--- src/rtl/pm_rtc_timebase.sv ---
// ---------------------------------------------------------------------------------------------
// pm_rtc_timebase
//
// Real-time timebase on the clk_rt domain. It sits directly upstream of the minx core and
// supplies its rt_ce input. It derives three things from clk_rt:
//   - the 32.768 kHz tick
//   - a 256 Hz timer with 32/8/2/1 Hz interrupt pulses
//   - a 24-bit seconds counter
// Control from the clk_sys domain arrives in three forms:
//   - level enables, each through a 2-FF synchroniser
//   - toggle requests, each through a 3-FF chain and answered by a toggle ack
//   - a snapshot request that captures both counters coherently into snap_*
//
// Parameters:
//   PRESCALE_DIV  clk_rt cycles per 32.768 kHz tick (legal range 2..65535)
//
// Ports:
//   clk_rt        real-time clock
//   reset         asynchronous, active-high reset
//   rt_ce         one-cycle pulse per 32.768 kHz tick
//   rtc_en        seconds counter enable (asynchronous level)
//   t256_en       256 Hz timer enable (asynchronous level)
//   sec_clr_req   toggle request: clear the seconds counter
//   t256_clr_req  toggle request: clear the 256 Hz timer
//   snap_req      toggle request: capture both counters
//   sec_clr_ack   toggle ack for sec_clr_req
//   t256_clr_ack  toggle ack for t256_clr_req
//   snap_ack      toggle ack for snap_req
//   snap_t256     captured 256 Hz timer value
//   snap_sec      captured seconds value
//   irq_pulse     one-cycle pulses {1Hz, 2Hz, 8Hz, 32Hz}
//
// Optional feature, enabled by the macro PM_RTC_PRESET_EN:
//   sec_preset    value loaded into the seconds counter; hold it stable from the req toggle
//                 until the ack
//   sec_load_req  toggle request: load sec_preset and zero the seconds sub-counter
//   sec_load_ack  toggle ack for sec_load_req
// ---------------------------------------------------------------------------------------------

module pm_rtc_timebase #(
    parameter int unsigned PRESCALE_DIV = 256
) (
    input  logic        clk_rt,
    input  logic        reset,
    output logic        rt_ce,
    input  logic        rtc_en,
    input  logic        t256_en,
    input  logic        sec_clr_req,
    input  logic        t256_clr_req,
    input  logic        snap_req,
    output logic        sec_clr_ack,
    output logic        t256_clr_ack,
    output logic        snap_ack,
    output logic [7:0]  snap_t256,
    output logic [23:0] snap_sec,
`ifdef PM_RTC_PRESET_EN
    input  logic [23:0] sec_preset,
    input  logic        sec_load_req,
    output logic        sec_load_ack,
`endif
    output logic [3:0]  irq_pulse
);

    localparam logic [15:0] PRESC_LAST = 16'(PRESCALE_DIV - 1);

    // -----------------------------------------------------------------------------------------
    // State
    // -----------------------------------------------------------------------------------------
    logic [15:0] presc_q, presc_d;
    logic        rt_ce_q, rt_ce_d;

    logic [1:0]  rtc_en_sync_q, rtc_en_sync_d;
    logic [1:0]  t256_en_sync_q, t256_en_sync_d;

    logic [2:0]  sec_clr_sync_q, sec_clr_sync_d;
    logic [2:0]  t256_clr_sync_q, t256_clr_sync_d;
    logic [2:0]  snap_sync_q, snap_sync_d;

    logic        sec_clr_ack_q, sec_clr_ack_d;
    logic        t256_clr_ack_q, t256_clr_ack_d;
    logic        snap_ack_q, snap_ack_d;

    logic [6:0]  t256_sub_q, t256_sub_d;
    logic [7:0]  t256_count_q, t256_count_d;
    logic [14:0] sec_sub_q, sec_sub_d;
    logic [23:0] sec_count_q, sec_count_d;

    logic [3:0]  irq_q, irq_d;
    logic [7:0]  snap_t256_q, snap_t256_d;
    logic [23:0] snap_sec_q, snap_sec_d;

`ifdef PM_RTC_PRESET_EN
    logic [2:0]  sec_load_sync_q, sec_load_sync_d;
    logic        sec_load_ack_q, sec_load_ack_d;
    logic        sec_load_ev;
`endif

    // -----------------------------------------------------------------------------------------
    // Derived strobes
    // -----------------------------------------------------------------------------------------
    logic       sec_clr_ev;
    logic       t256_clr_ev;
    logic       snap_ev;
    logic       t256_step;
    logic       sec_step;
    logic [7:0] t256_count_inc;

    // A request event is the cycle in which stages 2 and 3 of its chain disagree.
    assign sec_clr_ev  = sec_clr_sync_q[1] ^ sec_clr_sync_q[2];
    assign t256_clr_ev = t256_clr_sync_q[1] ^ t256_clr_sync_q[2];
    assign snap_ev     = snap_sync_q[1] ^ snap_sync_q[2];
`ifdef PM_RTC_PRESET_EN
    assign sec_load_ev = sec_load_sync_q[1] ^ sec_load_sync_q[2];
`endif

    assign t256_step      = rt_ce_q & t256_en_sync_q[1];
    assign sec_step       = rt_ce_q & rtc_en_sync_q[1];
    assign t256_count_inc = t256_count_q + 8'd1;

    // -----------------------------------------------------------------------------------------
    // Prescaler: free-running and never gated by the enables. The tick is registered by
    // looking one count ahead, so it is high exactly while presc_q sits at PRESCALE_DIV-1.
    // -----------------------------------------------------------------------------------------
    always_comb begin
        presc_d = (presc_q == PRESC_LAST) ? 16'd0 : presc_q + 16'd1;
        rt_ce_d = (presc_d == PRESC_LAST);
    end

    // -----------------------------------------------------------------------------------------
    // Synchronisers and acks. Each ack follows stage 3 one edge later, so the ack toggles on
    // the edge after the action and equals req once the handshake is complete.
    // -----------------------------------------------------------------------------------------
    always_comb begin
        rtc_en_sync_d   = {rtc_en_sync_q[0], rtc_en};
        t256_en_sync_d  = {t256_en_sync_q[0], t256_en};
        sec_clr_sync_d  = {sec_clr_sync_q[1:0], sec_clr_req};
        t256_clr_sync_d = {t256_clr_sync_q[1:0], t256_clr_req};
        snap_sync_d     = {snap_sync_q[1:0], snap_req};
        sec_clr_ack_d   = sec_clr_sync_q[2];
        t256_clr_ack_d  = t256_clr_sync_q[2];
        snap_ack_d      = snap_sync_q[2];
`ifdef PM_RTC_PRESET_EN
        sec_load_sync_d = {sec_load_sync_q[1:0], sec_load_req};
        sec_load_ack_d  = sec_load_sync_q[2];
`endif
    end

    // -----------------------------------------------------------------------------------------
    // 256 Hz timer. Clear beats a coincident increment and suppresses that cycle's pulses.
    // Pulses are decoded from the value being written, so they line up with the increment.
    // -----------------------------------------------------------------------------------------
    always_comb begin
        t256_sub_d   = t256_sub_q;
        t256_count_d = t256_count_q;
        irq_d        = 4'd0;
        if (t256_clr_ev) begin
            t256_sub_d   = 7'd0;
            t256_count_d = 8'd0;
        end else if (t256_step) begin
            if (t256_sub_q == 7'd127) begin
                t256_sub_d   = 7'd0;
                t256_count_d = t256_count_inc;
                irq_d[0]     = (t256_count_inc[2:0] == 3'd0);
                irq_d[1]     = (t256_count_inc[4:0] == 5'd0);
                irq_d[2]     = (t256_count_inc[6:0] == 7'd0);
                irq_d[3]     = (t256_count_inc == 8'd0);
            end else begin
                t256_sub_d = t256_sub_q + 7'd1;
            end
        end
    end

    // -----------------------------------------------------------------------------------------
    // Seconds counter. Clear beats load, and load beats increment.
    // -----------------------------------------------------------------------------------------
    always_comb begin
        sec_sub_d   = sec_sub_q;
        sec_count_d = sec_count_q;
        if (sec_clr_ev) begin
            sec_sub_d   = 15'd0;
            sec_count_d = 24'd0;
`ifdef PM_RTC_PRESET_EN
        end else if (sec_load_ev) begin
            sec_sub_d   = 15'd0;
            sec_count_d = sec_preset;
`endif
        end else if (sec_step) begin
            if (sec_sub_q == 15'h7fff) begin
                sec_sub_d   = 15'd0;
                sec_count_d = sec_count_q + 24'd1;
            end else begin
                sec_sub_d = sec_sub_q + 15'd1;
            end
        end
    end

    // -----------------------------------------------------------------------------------------
    // Snapshot. Capture the pre-edge register values, so an increment on the event cycle is
    // not reflected. The values are held until the next event, which lets clk_sys read them
    // without synchronisation once snap_ack == snap_req.
    // -----------------------------------------------------------------------------------------
    always_comb begin
        snap_t256_d = snap_t256_q;
        snap_sec_d  = snap_sec_q;
        if (snap_ev) begin
            snap_t256_d = t256_count_q;
            snap_sec_d  = sec_count_q;
        end
    end

    // -----------------------------------------------------------------------------------------
    // Registers
    // -----------------------------------------------------------------------------------------
    always_ff @(posedge clk_rt or posedge reset) begin
        if (reset) begin
            presc_q         <= 16'd0;
            rt_ce_q         <= 1'b0;
            rtc_en_sync_q   <= 2'd0;
            t256_en_sync_q  <= 2'd0;
            sec_clr_sync_q  <= 3'd0;
            t256_clr_sync_q <= 3'd0;
            snap_sync_q     <= 3'd0;
            sec_clr_ack_q   <= 1'b0;
            t256_clr_ack_q  <= 1'b0;
            snap_ack_q      <= 1'b0;
            t256_sub_q      <= 7'd0;
            t256_count_q    <= 8'd0;
            sec_sub_q       <= 15'd0;
            sec_count_q     <= 24'd0;
            irq_q           <= 4'd0;
            snap_t256_q     <= 8'd0;
            snap_sec_q      <= 24'd0;
`ifdef PM_RTC_PRESET_EN
            sec_load_sync_q <= 3'd0;
            sec_load_ack_q  <= 1'b0;
`endif
        end else begin
            presc_q         <= presc_d;
            rt_ce_q         <= rt_ce_d;
            rtc_en_sync_q   <= rtc_en_sync_d;
            t256_en_sync_q  <= t256_en_sync_d;
            sec_clr_sync_q  <= sec_clr_sync_d;
            t256_clr_sync_q <= t256_clr_sync_d;
            snap_sync_q     <= snap_sync_d;
            sec_clr_ack_q   <= sec_clr_ack_d;
            t256_clr_ack_q  <= t256_clr_ack_d;
            snap_ack_q      <= snap_ack_d;
            t256_sub_q      <= t256_sub_d;
            t256_count_q    <= t256_count_d;
            sec_sub_q       <= sec_sub_d;
            sec_count_q     <= sec_count_d;
            irq_q           <= irq_d;
            snap_t256_q     <= snap_t256_d;
            snap_sec_q      <= snap_sec_d;
`ifdef PM_RTC_PRESET_EN
            sec_load_sync_q <= sec_load_sync_d;
            sec_load_ack_q  <= sec_load_ack_d;
`endif
        end
    end

    // -----------------------------------------------------------------------------------------
    // Outputs
    // -----------------------------------------------------------------------------------------
    assign rt_ce        = rt_ce_q;
    assign sec_clr_ack  = sec_clr_ack_q;
    assign t256_clr_ack = t256_clr_ack_q;
    assign snap_ack     = snap_ack_q;
    assign snap_t256    = snap_t256_q;
    assign snap_sec     = snap_sec_q;
    assign irq_pulse    = irq_q;
`ifdef PM_RTC_PRESET_EN
    assign sec_load_ack = sec_load_ack_q;
`endif

endmodule

--- config.mk ---
export PLATFORM = sky130hd
export DESIGN_NAME = pm_rtc_timebase
export DESIGN_NICKNAME = d
export VERILOG_FILES = /design/src/rtl/pm_rtc_timebase.sv
export SDC_FILE = /design/constraint.sdc
export NUM_CORES = 1
export LEC_CHECK = 0
export CAP_MARGIN = 10
export CELL_PAD_IN_SITES_DETAIL_PLACEMENT = 0
export CELL_PAD_IN_SITES_GLOBAL_PLACEMENT = 1
export CORE_MARGIN = 8
export CORE_UTILIZATION = 50
export CTS_CLUSTER_SIZE = 16
export DETAILED_ROUTE_END_ITERATION = 10
export PLACE_DENSITY = 0.91
export SKIP_LAST_GASP = 1
export SYNTH_ARGS = -nofsm -noshare
export SYNTH_HDL_FRONTEND = slang
export SYNTH_SLANG_ARGS = --single-unit
--- constraint.sdc ---
create_clock -name clk_rt -period 11.95 [get_ports clk_rt]
set_input_delay 2.39 -clock clk_rt [delete_from_list [all_inputs] [get_ports clk_rt]]
set_output_delay 2.39 -clock clk_rt [all_outputs]
set_load 0.03 [all_outputs]
; ---- Word level (Yosys, flattened, before mapping)
; Index checks and enable logic that the tools add are counted.
; W data, S select, Z words.
[word_totals]
regBits = 123
latchBits = 0
ramBits = 0
romBits = 0
in_bits = 7
output_inout_bits = 40
elab_cells = 57
n_memories = 0
[classes]
addsub = 5
multipliers = 0
div_mod_pow = 0
order_cmp = 0
eq_ne = 4
n_shift = 0
muxes = 16
bitwise = 5
n_reduce_logical = 10
[op_table]
columns = operator, count
row1 = $mux W24, 3
row2 = $mux W15, 3
row3 = $eq A16 B8 Y1 const B, 2
row4 = $add A24 B1 Y24 const B, 1
row5 = $mux W8, 3
row6 = $mux W7, 3
row7 = $add A16 B1 Y16 const B, 1
row8 = $mux W16, 1
row9 = $add A15 B1 Y15 const B, 1
row10 = $eq A15 B15 Y1 const B, 1
row11 = $mux W4, 3
row12 = $add A8 B1 Y8 const B, 1
row13 = $logic_not A8 Y1, 1
row14 = $reduce_bool A2 Y1, 4
row15 = $add A7 B1 Y7 const B, 1
row16 = $eq A7 B7 Y1 const B, 1
row17 = $logic_not A7 Y1, 1
row18 = $logic_not A5 Y1, 1
row19 = $reduce_and A2 Y1, 2
row20 = $logic_not A3 Y1, 1
row21 = $xor A1 B1 Y1, 3
row22 = $and A1 B1 Y1, 2

; ---- Longest topological paths before layout
[depth]
word_depth = 5
ltp_mapped = 7
mapped_depth_nobuf = 6

; ---- Least setup slack after synthesis
; OpenSTA, ideal clock, no wires.
[synth_timing]
path_kind = reg-to-output
from = register rt_ce_q, in the netlist rt_ce
to = output port rt_ce
arrival_ps = 535
t_required_ps = 9560
path_slack_ps = 9025
path_stages_with_launch = 1
path_buffers = 0
path_cell_list = dfrtp_1
[synth_lines]
columns = item, line_no
row1 = from (decl), 70  ; logic rt_ce_q, rt_ce_d;
row2 = from (signal assigned), 239  ; rt_ce_q <= rt_ce_d;
row3 = to (decl), 45  ; output logic rt_ce,
; No word-level cell between the ends.

; ---- Final worst setup path
[layout_timing]
from = register rt_ce_q, in the netlist rt_ce
to = output port rt_ce
; No word-level cell between the ends.

==> qor_table.md <==
| Parameter | This run |
|:---|:---|
| Achievable Freq | 0.2522 GHz |
| Type of the worst min-delay path | reg2reg |
| Filler-free cell count of the finished design | 719 |
| Final Cycle Share | 33.18% |
| Width of the die | 122.4 um |
| Number of synthesized register bits | 123 |
| List of most frequent post-synthesis cells | dfrtp_1, nor2_1, nand2_1 |
| Clock tree from TritonCTS | yes |
| First-iteration detailed-routing DRC count | 433 |
| Number of top-level pins | 47 |
| CTS hold repair buffers | 0 |
| Number of port buffers | 46 |
| Instance count after placement with tap cells included | 687 |
| Initial antenna violation count | 0 |
| Clock Root Buffer | clkbuf_16 |
| RSZ-0062 raised after global routing | no |
| Series of cell instances along the critical path | clkdlybuf4s50_1 |
| Total Nets Final | 577 |
| Leakage power of the design | 2.985 nW |
| Category of the worst setup path launch point | flip-flop |
| Routed len/inst | 15.81 um |
| Total area of multi-input combinational cells | 2489 um2 |
| Sequential cell area fraction in the yosys report | 54.34% |
| Pins Over Slew Limit | 0 |
| Total Power Consumption | 0.0009479 W |
| Worst skew pair latency | 0.41 ns |
| Reg area | 3078 um2 |
| Filler Cell Count | 887 |
| Combined area of all synthesized cells | 5664 um2 |
| Max-cap violation count | 0 |
| Count of buffer and inverter cells on the critical path | 1 |
| Remaining routing DRC violations | 0 |
| Vias in the first global route | 3908 |
| Delay of the slowest cell on the worst path | 0.71 ns |
| Crit-path slowest cell | clkdlybuf4s50_1 |
| Critical path required time | 9.56 ns |
| Most common cell in the synthesized netlist | dfrtp_1 |
| Accumulated negative setup slack | 0 ns |
| Post-synth top area cell | dfrtp_1 |
| Cts repair resizes | 0 |
| Maximum ir drop on the vdd rail | 0.00007556 V |
| Rows | 39 |
| Post-route antenna net violation count | 0 |
| Clock input transition at the sequential cells of the worst setup and hold paths | 0.05 ns |
| Path type of the worst setup path | reg2out |
| Cells after Synth | 517 |
| Final setup skew | 0.006956 ns |
| Share of post-route cells with drive strength above 1 | 13.89% |
| Setup bufs post-CTS | 0 |
| Setup Viol. Count Final | 0 |
| Async SR Flop Fraction | 100.0% |
| Wire length of the first global-routing pass | 19600 um |
| Fraction of post-synthesis cell area in the top cell type by area | 54.34% |
| Sinks on the clock net | 123 |
| Overall track demand over capacity in global routing | 16.44% |
| Overflow left after global routing | 0 |
| HPWL after detailed placement | 7528 um |
| Min Clock Period, post-route | 3.965 ns |
| Worst Setup End Kind | primary output |
| Maximum buffer depth of the clock tree | 2 |
| Initial standard-cell utilization of the core | 50.47% |
| Post-synthesis net count | 531 |
| Final weighted congestion in routability-driven placement | 0.7916 |
| Headroom to the max-slew limit | 30.92% |
| Number of detailed-route iterations in the first pass | 4 |
| Largest net degree at the start of global routing | 70 |
| Result of the run | completed |
| Post-detailed-route via-to-cell ratio | 5.565 |
| Data arrival time of the critical path | 1.57 ns |
| Die Ht | 122.4 um |
| Ys flop type | dfrtp_1 |
| Worst slack on hold paths | 0.3456 ns |
| Max layer used | met4 |
| Fin util | 60.93% |
| Synth unique cells | 56 |
| Critical Path Fanout Max | 6 |
| Sum of met3 wire segment lengths after detailed routing | 602 um |
| Inserted Clock Buffers | 17 |
| Antenna cell count | 0 |
| Wire length on met2 | 5292 um |
| Wire length after detailed routing | 11370 um |
| Length of routed wiring on met1 | 5326 um |
| Area inside the core boundary | 11220 um2 |
| Cell types with the largest area share after synthesis | dfrtp_1, mux2_2, xor2_1 |
| Die Area | 14990 um2 |
| Actual transition at the worst max-transition pin | 1.035 ns |
| Final Hold Fails | 0 |
| Level count of the clock H-tree | 4 |
| Post-synthesis to final-layout area growth | 20.72% |
| Average size of a mapped cell | 10.96 um2 |
| Family with the most delay on the worst path | buffers and inverters |
| Total of warnings raised by yosys | 0 |
| Number of enable-type register cells in the synthesized netlist | 0 |
| Pwr per Cell Area | 138.6 nW/um2 |
| DR vias | 4001 |
## metal layers
| layer | track usage [%] | vias to the layer above |
|---|---|---|
| met5 | 0 | - |
| met4 | 5.255 | 0 |
| met3 | 5.520 | 13 |
| met2 | 25.49 | 68 |
| met1 | 21.41 | 1983 |
| li1 | - | 1937 |
## stage by stage
step	setup WS [ns]	area, um2
finish	7.985	6838
global route	7.908	6838
CTS	7.950	6838
detailed placement	7.690	6257
global placement	7.729	6257
floorplan	6.289	5664
## power breakdown
| group | switching, W | total [W] | internal [W] |
|---|---|---|---|
| Combinational | 0.0000212 | 0.0000298 | 0.00000852 |
| Clock | 0.000180 | 0.000497 | 0.000316 |
| Sequential | 0.00000199 | 0.000422 | 0.000420 |
## worst reg2reg max path, cell delays in order, from the launching register on
cell	delay, ns
dfrtp_1	0.38
ha_1	0.20
nand4_1	0.15
nor4_4	0.73
a21o_1	0.50
a31oi_1	0.16
a41o_1	0.23
## logic make-up (layout without fill, tap and decap cells)
| kind of cell | after synthesis | in the layout | share of synthesized area (%) |
|---|---|---|---|
| buf+inv | 29 | 88 | 2.187 |
| mux | 37 | 37 | 7.268 |
| fa+ha+maj | 7 | 7 | 1.546 |
| xor+xnor | 49 | 49 | 7.577 |
| simple gates | 211 | 211 | 20.17 |
| flops | 123 | 123 | 54.34 |
| compound gates | 61 | 61 | 6.914 |
## flip-flops by register name (all words and copies together), names as in the netlist
signal,flops
sec_count_q,24
snap_sec,24
presc_q,16
sec_sub_q,15
snap_t256,8
t256_count_q,8
t256_sub_q,7
irq_pulse,4
sec_clr_sync_q,3
snap_sync_q,3
t256_clr_sync_q,3
rtc_en_sync_q,2
t256_en_sync_q,2
rt_ce,1
sec_clr_ack,1
snap_ack,1
t256_clr_ack,1
## final timing paths
check                      cells past startpoint                           to  slack [ns]                   startpoint
min                                            0  sec_clr_sync_q[1]$_DFF_PP0_        0.35  sec_clr_sync_q[0]$_DFF_PP0_
max                                            1                        rt_ce        7.99              rt_ce$_DFF_PP0_
max reg2reg                                    6  sec_count_q[15]$_DFFE_PP0P_        9.50     sec_sub_q[0]$_DFFE_PP0P_
max in group asynchronous                      3  t256_count_q[5]$_DFFE_PP0P_        8.24                        reset
min reg2reg                                    0  sec_clr_sync_q[1]$_DFF_PP0_        0.35  sec_clr_sync_q[0]$_DFF_PP0_
min in group asynchronous                      2   rtc_en_sync_q[0]$_DFF_PP0_        2.42                        reset
## final cells by class
class	instances	share of cell area, %
clock buffer	21	6.734
clock inverter	11	1.757
inverter	7	0.4209
multi-input combinational	365	36.40
sequential	123	45.01
tap	143	2.617
timing repair buffer	49	7.063
## placed cells by master, fill, tap and decap left out, types with 17 or more instances in the layout
master / synthesis / routed
mux2_2: 33 / 33
clkbuf_16: 0 / 17
xor2_1: 26 / 24
xnor2_1: 23 / 23
a21oi_1: 18 / 18
nor2_1: 57 / 57
dfrtp_1: 123 / 123
nand2_1: 37 / 37
nand4_1: 20 / 20
clkdlybuf4s50_1: 0 / 46
nand3_1: 18 / 18
No activity file was read; power rests on OpenSTA's default activity.
